===== config.mk =====
export PLATFORM = sky130hd
export DESIGN_NAME = lsu
export DESIGN_NICKNAME = d
export VERILOG_FILES = /design/src/rtl/lsu.sv
export SDC_FILE = /design/constraint.sdc
export NUM_CORES = 1
export LEC_CHECK = 0
export BUFFER_PORTS_ARGS = -buffer_cell sky130_fd_sc_hd__clkbuf_2
export CORE_AREA = 3 3 220 222
export DETAILED_ROUTE_END_ITERATION = 7
export DIE_AREA = 0 0 223 225
export PLACE_DENSITY = 0.56
export SLEW_MARGIN = 15
export SYNTH_ARGS = -nofsm -noshare
export SYNTH_HDL_FRONTEND = slang
export SYNTH_SLANG_ARGS = --single-unit

===== constraint.sdc =====
create_clock -name clk -period 2.4 [get_ports clk]
set_clock_uncertainty 0.05 [all_clocks]
set_input_delay 0.6 -clock clk [delete_from_list [all_inputs] [get_ports clk]]
set_output_delay 0.6 -clock clk [all_outputs]
set_load 0.01 [all_outputs]

===== src/rtl/lsu.sv =====
// Load/store unit: one memory op at a time over a doubleword bus.
// Handles lane placement, load extension, alignment checks and bus timeout.
module lsu #(
  parameter int unsigned TIMEOUT = 64
) (
  input  logic        clk,
  input  logic        rst_n,
  input  logic        start,
  input  logic        mem_read,
  input  logic        mem_write,
  input  logic [2:0]  funct3,
  input  logic [63:0] addr,
  input  logic [63:0] wdata,
  output logic        stall,
  output logic        done,
  output logic [63:0] rdata,
  output logic [1:0]  err,
  output logic        bus_req,
  output logic        bus_we,
  output logic [63:0] bus_addr,
  output logic [63:0] bus_wdata,
  output logic [7:0]  bus_be,
  input  logic        bus_ack,
  input  logic [63:0] bus_rdata
);

  typedef enum logic [1:0] {
    IDLE,
    BUSY,
    DONE
  } state_t;

  state_t     state;
  logic [7:0] cnt;
  logic [1:0] size_q;
  logic       uns_q;
  logic [2:0] off_q;

  logic       illegal;
  logic       misaligned;
  logic [2:0] mask;
  logic [7:0] be_base;

  always_comb begin
    mask    = 3'd0;
    be_base = 8'h01;
    unique case (funct3[1:0])
      2'b00: begin mask = 3'd0; be_base = 8'h01; end
      2'b01: begin mask = 3'd1; be_base = 8'h03; end
      2'b10: begin mask = 3'd3; be_base = 8'h0F; end
      2'b11: begin mask = 3'd7; be_base = 8'hFF; end
      default: ;
    endcase
    illegal = (mem_read == mem_write)
            | (mem_read & (funct3 == 3'b111))
            | (mem_write & funct3[2]);
    misaligned = |(addr[2:0] & mask);
  end

  assign stall = ((state == IDLE) & start & (mem_read | mem_write))
               | (state == BUSY);

  function automatic logic [63:0] extend(
    input logic [63:0] d,
    input logic [2:0]  off,
    input logic [1:0]  size,
    input logic        uns
  );
    logic [63:0] sh;
    logic [63:0] r;
    sh = d >> {off, 3'b000};
    r  = sh;
    unique case (size)
      2'b00: r = uns ? {56'd0, sh[7:0]}  : {{56{sh[7]}}, sh[7:0]};
      2'b01: r = uns ? {48'd0, sh[15:0]} : {{48{sh[15]}}, sh[15:0]};
      2'b10: r = uns ? {32'd0, sh[31:0]} : {{32{sh[31]}}, sh[31:0]};
      2'b11: r = sh;
      default: ;
    endcase
    return r;
  endfunction

  always_ff @(posedge clk) begin
    if (!rst_n) begin
      state     <= IDLE;
      cnt       <= 8'd0;
      size_q    <= 2'd0;
      uns_q     <= 1'b0;
      off_q     <= 3'd0;
      done      <= 1'b0;
      rdata     <= 64'd0;
      err       <= 2'b00;
      bus_req   <= 1'b0;
      bus_we    <= 1'b0;
      bus_addr  <= 64'd0;
      bus_wdata <= 64'd0;
      bus_be    <= 8'h00;
    end else begin
      done <= 1'b0;
      unique case (state)
        IDLE: begin
          if (start) begin
            if (illegal) begin
              state <= DONE;
              done  <= 1'b1;
              err   <= 2'b10;
            end else if (misaligned) begin
              state <= DONE;
              done  <= 1'b1;
              err   <= 2'b01;
            end else begin
              state     <= BUSY;
              cnt       <= 8'd0;
              size_q    <= funct3[1:0];
              uns_q     <= funct3[2];
              off_q     <= addr[2:0];
              bus_req   <= 1'b1;
              bus_we    <= mem_write;
              bus_addr  <= {addr[63:3], 3'b000};
              bus_be    <= be_base << addr[2:0];
              bus_wdata <= wdata << {addr[2:0], 3'b000};
            end
          end
        end
        BUSY: begin
          if (bus_ack) begin
            state   <= DONE;
            done    <= 1'b1;
            bus_req <= 1'b0;
            err     <= 2'b00;
            rdata   <= bus_we ? 64'd0
                              : extend(bus_rdata, off_q, size_q, uns_q);
          end else if (cnt == 8'(TIMEOUT - 1)) begin
            state   <= DONE;
            done    <= 1'b1;
            bus_req <= 1'b0;
            err     <= 2'b11;
            rdata   <= 64'd0;
          end else begin
            cnt <= cnt + 8'd1;
          end
        end
        DONE: begin
          state <= IDLE;
          rdata <= 64'd0;
          err   <= 2'b00;
        end
        default: state <= IDLE;
      endcase
    end
  end

endmodule

==> impl_metrics.csv, run 1 <==
group,metric,value,unit
sta,worst_slew_pin_slew,1.09,ns
routing,first_pass_iters,5,
logic_synthesis,ys_types,66,
logic_synthesis,synth_area,11600,um^2
clock_network,cts_root_buf,"clkbuf_16",
sta,final_max_slew_viol_count,0,
worst_setup_path,crit_type,"reg -> reg",
logic_synthesis,ys.warnings.count,0,
global_route,grt_pass1_wl,68.8,mm
logic_synthesis,synthFlopType,"dfxtp_1",
clock_network,clk_pin_slew_worst_paths,0.06,ns
floorplanning,core_area,46600,um^2
global_route,grt.total_usage,17.1,%
worst_setup_path,cp_slowest_cell,"nor2b_1",
logic_synthesis,postSynthAreaPerCell,8.56,um^2
routing,avgRoutedWirePerCell,18.8,um
pwr,leakagePower,0.00680,uW
floorplanning,rows,79,
logic_synthesis,ys_seq_elements,218,
clock_network,cts_tree,"built",
placement,hpwl,34.7,mm
routing,drt_iter0_markers,791,
global_route,first_global_vias,11710,
logic_synthesis,synthArstFlopShare,0,%
worst_setup_path,cp_top_family,"compound AO/OA/AOI/OAI gates",
logic_synthesis,syn_inst,1360,
finish,layoutNonFillerInstCount,2394,
placement,port_buffers,403,
clock_network,hold_buffers,0,
worst_setup_path,crit_buf_inv,0,
routing,avgViaCountPerCell,4.96,
sta,fin_crit_sh,95.6,%
floorplanning,start_util,25.0,%
pwr,power_density,640,nW/um^2
job,drv_cap,0,
clock_network,numCtsBuffers,28,
sta,fin_crit,2.30,ns
floorplanning,die_area,50200,um^2
global_route,grt_max_degree,70,
sta,fin_ws,0.105,ns
clock_network,cts_htree_levels,1,
finish,layout-drive-gt1-share,35.6,%
clock_network,clockBufferDepth,3,
sta,finalSetupViolations,0,
sta,whs,0.204,ns
worst_setup_path,cp.required,2.82,ns
floorplanning,die_h,225,um
finish,final_nets,1972,
outcome,status,"completed",
global_route,grt.overflow.total,0,
sta,slew_headroom,26.5,%
routing,wl,45.1,mm
sta,clock.fmax,436,MHz
min_path,hold_class,"in -> reg",
placement,pre_cts_ws,-0.195,ns
worst_setup_path,crit_chain,"nor2b_1 > a2bb2oi_1 > a21oi_1 > o22ai_1 > a21boi_0",
finish,area_delta_synth_final,36.1,%
placement,gp_congestion,0.893,
sta,rsz0062_at_grt,"false",
clock_network,clock_sinks,218,
placement,dp.cells,2342,
routing,vias,11877,
pwr,worst_ir_drop_vdd,0.511,mV
clock_network,post_cts_buffers,0,
worst_setup_path,start_kind,"register",
logic_synthesis,yosysSeqAreaShare,37.5,%
routing,drc,0,
global_route,antenna_found_initial,1,
worst_setup_path,crit_path_end_kind,"register",
floorplanning,ioPinCount,407,
sta,hold_viol_final,0,
worst_setup_path,cpPeakStageDelay,0.75,ns
logic_synthesis,synth_edf_count,0,
worst_setup_path,path_max_fanout,13,
routing,ant_nets,0,
worst_setup_path,cp.arrival,2.72,ns
clock_network,clk_latency,0.57,ns
floorplanning,die_w,223,um
finish,diodes,0,
[power by group]
| part | total [uW] | internal [uW] | leakage (uW) | switching (uW) |
|---|---|---|---|---|
| registers | 3880 | 3780 | 0.00177 | 103 |
| logic | 1670 | 733 | 0.00455 | 936 |
| clock network | 4590 | 2870 | 0.000490 | 1720 |
[cell families (layout without fill, tap and decap cells)]
kind of cell	count (synthesis)	after routing	synth area share (%)
AOI/OAI and AO/OA	408	408	25.1
adders and majority gates	6	6	0.645
buffers and inverters	140	565	5.42
DFF	218	218	37.5
muxes	128	128	14.1
other	1	3	0.0322
and+or+nand+nor	459	459	17.2
[Yosys cell counts (3+ instances only)]
| master | number | area share, % |
|---|---|---|
| buf_1 | 10 | 0.32 |
| nand3_1 | 6 | 0.26 |
| and3_1 | 3 | 0.16 |
| o31ai_1 | 6 | 0.39 |
| o2bb2ai_1 | 9 | 0.68 |
| a211oi_1 | 27 | 1.7 |
| nor2b_1 | 21 | 1.1 |
| o21ai_0 | 52 | 2.2 |
| buf_4 | 8 | 0.52 |
| a22oi_1 | 15 | 0.97 |
| nor3_1 | 19 | 0.82 |
| dfxtp_1 | 218 | 38 |
| o21a_1 | 5 | 0.32 |
| a21oi_1 | 39 | 1.7 |
| o21ai_1 | 10 | 0.43 |
| a31oi_1 | 4 | 0.22 |
| mux4_2 | 24 | 4.6 |
| mux2_2 | 47 | 4.5 |
| a21boi_0 | 102 | 6.6 |
| buf_6 | 3 | 0.29 |
| o22ai_1 | 24 | 1.3 |
| a22o_1 | 8 | 0.60 |
| inv_1 | 11 | 0.35 |
| clkbuf_1 | 65 | 2.1 |
| a2bb2oi_1 | 8 | 0.60 |
| mux2i_1 | 57 | 4.9 |
| nor3b_1 | 9 | 0.58 |
| nand2_1 | 283 | 9.1 |
| ha_1 | 6 | 0.65 |
| or3_1 | 19 | 1.0 |
| and2_1 | 3 | 0.16 |
| buf_2 | 41 | 1.8 |
| o211ai_1 | 42 | 2.7 |
| nor2_1 | 70 | 2.3 |
| o211a_1 | 25 | 2.2 |
| nand2b_1 | 8 | 0.43 |
| a21boi_1 | 15 | 0.97 |
| or4_1 | 3 | 0.19 |
[worst reg2reg max path, delay by kind of cell (launching register included)]
kind            cells  cell delay (ns)
compound gates      4             0.85
flops               1             0.56
simple gates        1             0.76
[layer usage]
layer	vias up	share of wire [%]	routed length, um	track usage (%)
met4	0	2.8	1250	4.82
li1	5686	-	-	-
met2	451	47	21300	29.4
met5	-	0	0	0
met3	67	8.0	3600	4.77
met1	5673	42	18900	21.1
[cells in the final DEF (no fill, tap or decap), drive strengths merged, types with 7 or more instances in the layout]
cell	count
nor3b	10
nor2	70
a21boi	117
o211a	25
a2bb2oi	8
a21oi	39
mux4	24
nand2b	8
o211ai	42
nand2	283
clkbuf	441
o21ai	63
dfxtp	218
nor2b	21
or3	19
a211oi	27
nor3	20
mux2	47
o31ai	7
a22o	8
o22ai	24
a22oi	15
inv	12
o2bb2ai	9
mux2i	57
buf	101
[state kept, by name, indices dropped and copies added (netlist names)]
signal	flops
off_q	3
state	2
rdata	64
size_q	2
bus_addr	61
bus_we	1
uns_q	1
cnt	8
bus_req	1
err	2
bus_wdata	64
done	1
bus_be	8
[through the flow]
stage	area [um^2]	util (%)	setup TNS, ns	total power [uW]
global route	15800	34.0	0	10600
CTS	15800	34.0	0	10300
floorplan	11600	-	0	4810
detailed placement	14800	31.8	-14.01	5620
global placement	14800	31.8	-9.12	5610
finish	15800	34.0	0	10100
[final timing paths]
check / from / end / slack [ns] / depth (start not counted)
max: off_q[0]$_SDFFE_PN0P_ / rdata[11]$_SDFFE_PN0P_ / 0.10 / 5
min: addr[21] / bus_addr[21]$_SDFFE_PN0P_ / 0.20 / 3
max reg2reg: off_q[0]$_SDFFE_PN0P_ / rdata[11]$_SDFFE_PN0P_ / 0.10 / 5
min reg2reg: rdata[57]$_SDFFE_PN0P_ / rdata[57]$_SDFFE_PN0P_ / 0.40 / 2
[layout make-up]
cell class | instances | area (um^2)
clock buffers | 41 | 810
repair buffers | 501 | 2940
flip-flops and latches | 218 | 4370
fillers | 4851 | 30700
multi-input cells | 1004 | 6710
inverters | 12 | 45.0
well taps | 607 | 759
clock inverters | 11 | 198
[repair_timing]
| action | 4_1_cts | 5_1_grt |
|---|---|---|
| gates cloned | 0 | 0 |
| endpoints found under the setup margin | 1 | 53 |
| gates resized for setup | 2 | 4 |
| pin swaps | 0 | 1 |
Note: power is estimated with default switching activity, not from simulation.
==> run 2: changes to the inputs <==
Settings changed: SETUP_SLACK_MARGIN set to 0.4.
==> run 2 against run 1 <==
Against the previous run: utilization is 3.3 points higher; count of clock-buffer cells in the layout decreased by 7; final cell count up 2.7%; maximum frequency up 7.4%; worst hold slack got worse by 0.0022 ns; routed wire length is 15% higher; cell area grew 9.6%.
==> impl_metrics.csv, run 2 (synthesis results as in run 1) <==
group,metric,value,unit
worst_setup_path,r2r_slack,0.26,ns
sta,fin_crit_sh,89.1,%
worst_setup_path,cp.required,2.84,ns
worst_setup_path,path_max_fanout,7,
sta,hold_viol_final,0,
worst_setup_path,crit_path_end_kind,"register",
clock_network,numCtsBuffers,28,
pwr,p_int,7510,uW
worst_setup_path,cp.arrival,2.58,ns
sta,finalSetupViolations,0,
pwr,worst_ir_drop_vdd,0.447,mV
floorplanning,start_util,25.0,%
clock_network,clk_pin_slew_worst_paths,0.06,ns
sta,setup_tns,0,ns
routing,wl,51.8,mm
finish,layoutNonFillerInstCount,2458,
pwr,combPwrFrac,18.9,%
pwr,clock_power_share,44.0,%
routing,drt_iter0_markers,900,
min_path,hold_class,"in -> reg",
global_route,grt_pass1_wl,72.6,mm
global_route,grt.total_usage,18.2,%
worst_setup_path,start_kind,"register",
placement,dp.cells,2332,
worst_setup_path,ff2ff_path_depth,9,
routing,avgViaCountPerCell,5.12,
global_route,grt.overflow.total,0,
routing,vias,12589,
worst_setup_path,rr_startpoint,"off_q[1]$_SDFFE_PN0P_",
routing,ant_nets,0,
global_route,first_global_vias,12002,
finish,final_util,37.3,%
routing,drc,0,
job,drv_cap,0,
sta,rsz0062_at_grt,"true",
finish,area_delta_synth_final,49.2,%
sta,final_max_slew_viol_count,0,
placement,hpwl,35.9,mm
finish,layout-drive-gt1-share,40.7,%
floorplanning,die_area,50200,um^2
global_route,antenna_found_initial,2,
floorplanning,die_w,223,um
pwr,p_switching,2920,uW
worst_setup_path,endpoint,"rdata[62]$_SDFFE_PN0P_",
pwr,seq_power_share,37.1,%
sta,clock.fmax,468,MHz
finish,final_nets,2038,
worst_setup_path,crit_start,"off_q[1]$_SDFFE_PN0P_",
placement,port_buffers,403,
worst_setup_path,r2r_end,"rdata[62]$_SDFFE_PN0P_",
clock_network,cts_tree,"built",
sta,fin_crit,2.14,ns
pwr,p_total,10400,uW
global_route,grt_max_degree,73,
finish,layout_commonest_cell,"clkbuf_2",
sta,worst_slew_pin_slew,0.819,ns
floorplanning,die_h,225,um
clock_network,clockBufferDepth,3,
outcome,status,"completed",
pwr,power_density,601,nW/um^2
floorplanning,rows,79,
clock_network,clk_latency,0.55,ns
finish,diodes,0,
routing,first_pass_iters,5,
clock_network,hold_buffers,0,
clock_network,clock_sinks,218,
floorplanning,core_area,46600,um^2
routing,avgRoutedWirePerCell,21.1,um
clock_network,cts_htree_levels,1,
clock_network,cts_root_buf,"clkbuf_16",
finish,reg_top3,"bus_wdata: 64 flops, rdata: 64 flops, bus_addr: 61 flops",
sta,slew_headroom,45.1,%
worst_setup_path,crit_type,"reg -> reg",
placement,gp_congestion,0.899,
pwr,leakagePower,0.00746,uW
pwr,switching_share,28.0,%
finish,layout_common_cells,"clkbuf_2 (400), nand2_1 (280), dfxtp_1 (213), buf_4 (90)",
floorplanning,ioPinCount,407,
[run 2: metrics by stage]
step / area [um^2] / setup slack [ns] / hold slack (ns)
after CTS: 16400 / 0.256 / 0.174
after floorplan: 11800 / 0.309 / 0.388
after global placement: 14800 / -0.0745 / 0.386
after detailed placement: 14800 / -0.111 / 0.392
final: 17400 / 0.262 / 0.202
after global routing: 17400 / 0.200 / 0.182
[run 2: layout make-up]
class | instances | area [um^2]
Timing Repair Buffer | 566 | 4160
Clock buffer | 34 | 774
Tap cell | 607 | 759
Fill cell | 4697 | 29200
Inverter | 12 | 62.6
Sequential cell | 218 | 4380
Clock inverter | 16 | 230
Multi-Input combinational cell | 1005 | 7000
[run 2: critical path, stage by stage, from the launching register on]
cell and delay [ns]:
dfxtp_4 0.35, buf_12 0.13, mux2i_2 0.16, mux4_2 0.51, o31ai_4 0.23, buf_12 0.19
buf_12 0.12, clkbuf_16 0.14, a211oi_1 0.05, o21ai_1 0.15
[run 2: what timing repair did]
item,in CTS,in global routing
pin swaps,12,48
setup endpoints to repair,203,189
buffers inserted,15,31
gates resized for setup,54,128
gates cloned,7,23
[run 2: worst min-delay path by stage]
stage	cells after the start	from	slack, ns	to
after floorplan	2	cnt[5]$_SDFFE_PN0P_	0.39	cnt[5]$_SDFFE_PN0P_
after global routing	3	addr[21]	0.18	bus_addr[21]$_SDFFE_PN0P_
final	3	addr[28]	0.20	bus_addr[28]$_SDFFE_PN0P_
after global placement	2	rdata[34]$_SDFFE_PN0P_	0.39	rdata[34]$_SDFFE_PN0P_
after detailed placement	2	rdata[58]$_SDFFE_PN0P_	0.39	rdata[58]$_SDFFE_PN0P_
after CTS	3	addr[14]	0.17	bus_addr[14]$_SDFFE_PN0P_
[run 2: power groups by stage]
stage	sequential (uW)	combinational [uW]	clock (uW)
floorplan	3990	852	0
global placement	3950	1670	0
detailed placement	3950	1690	0
CTS	3870	1790	4700
global route	3890	2120	4850
finish	3870	1970	4590
[run 2: per-layer routing]
layer  part of all wire [%]  GRT usage, %  up-vias
li1                       -             -     5828
met1                     39          22.0     6022
met2                     49          32.0      642
met3                    9.1          4.82       95
met4                    3.0          4.96        2
met5                  0.039             0        -
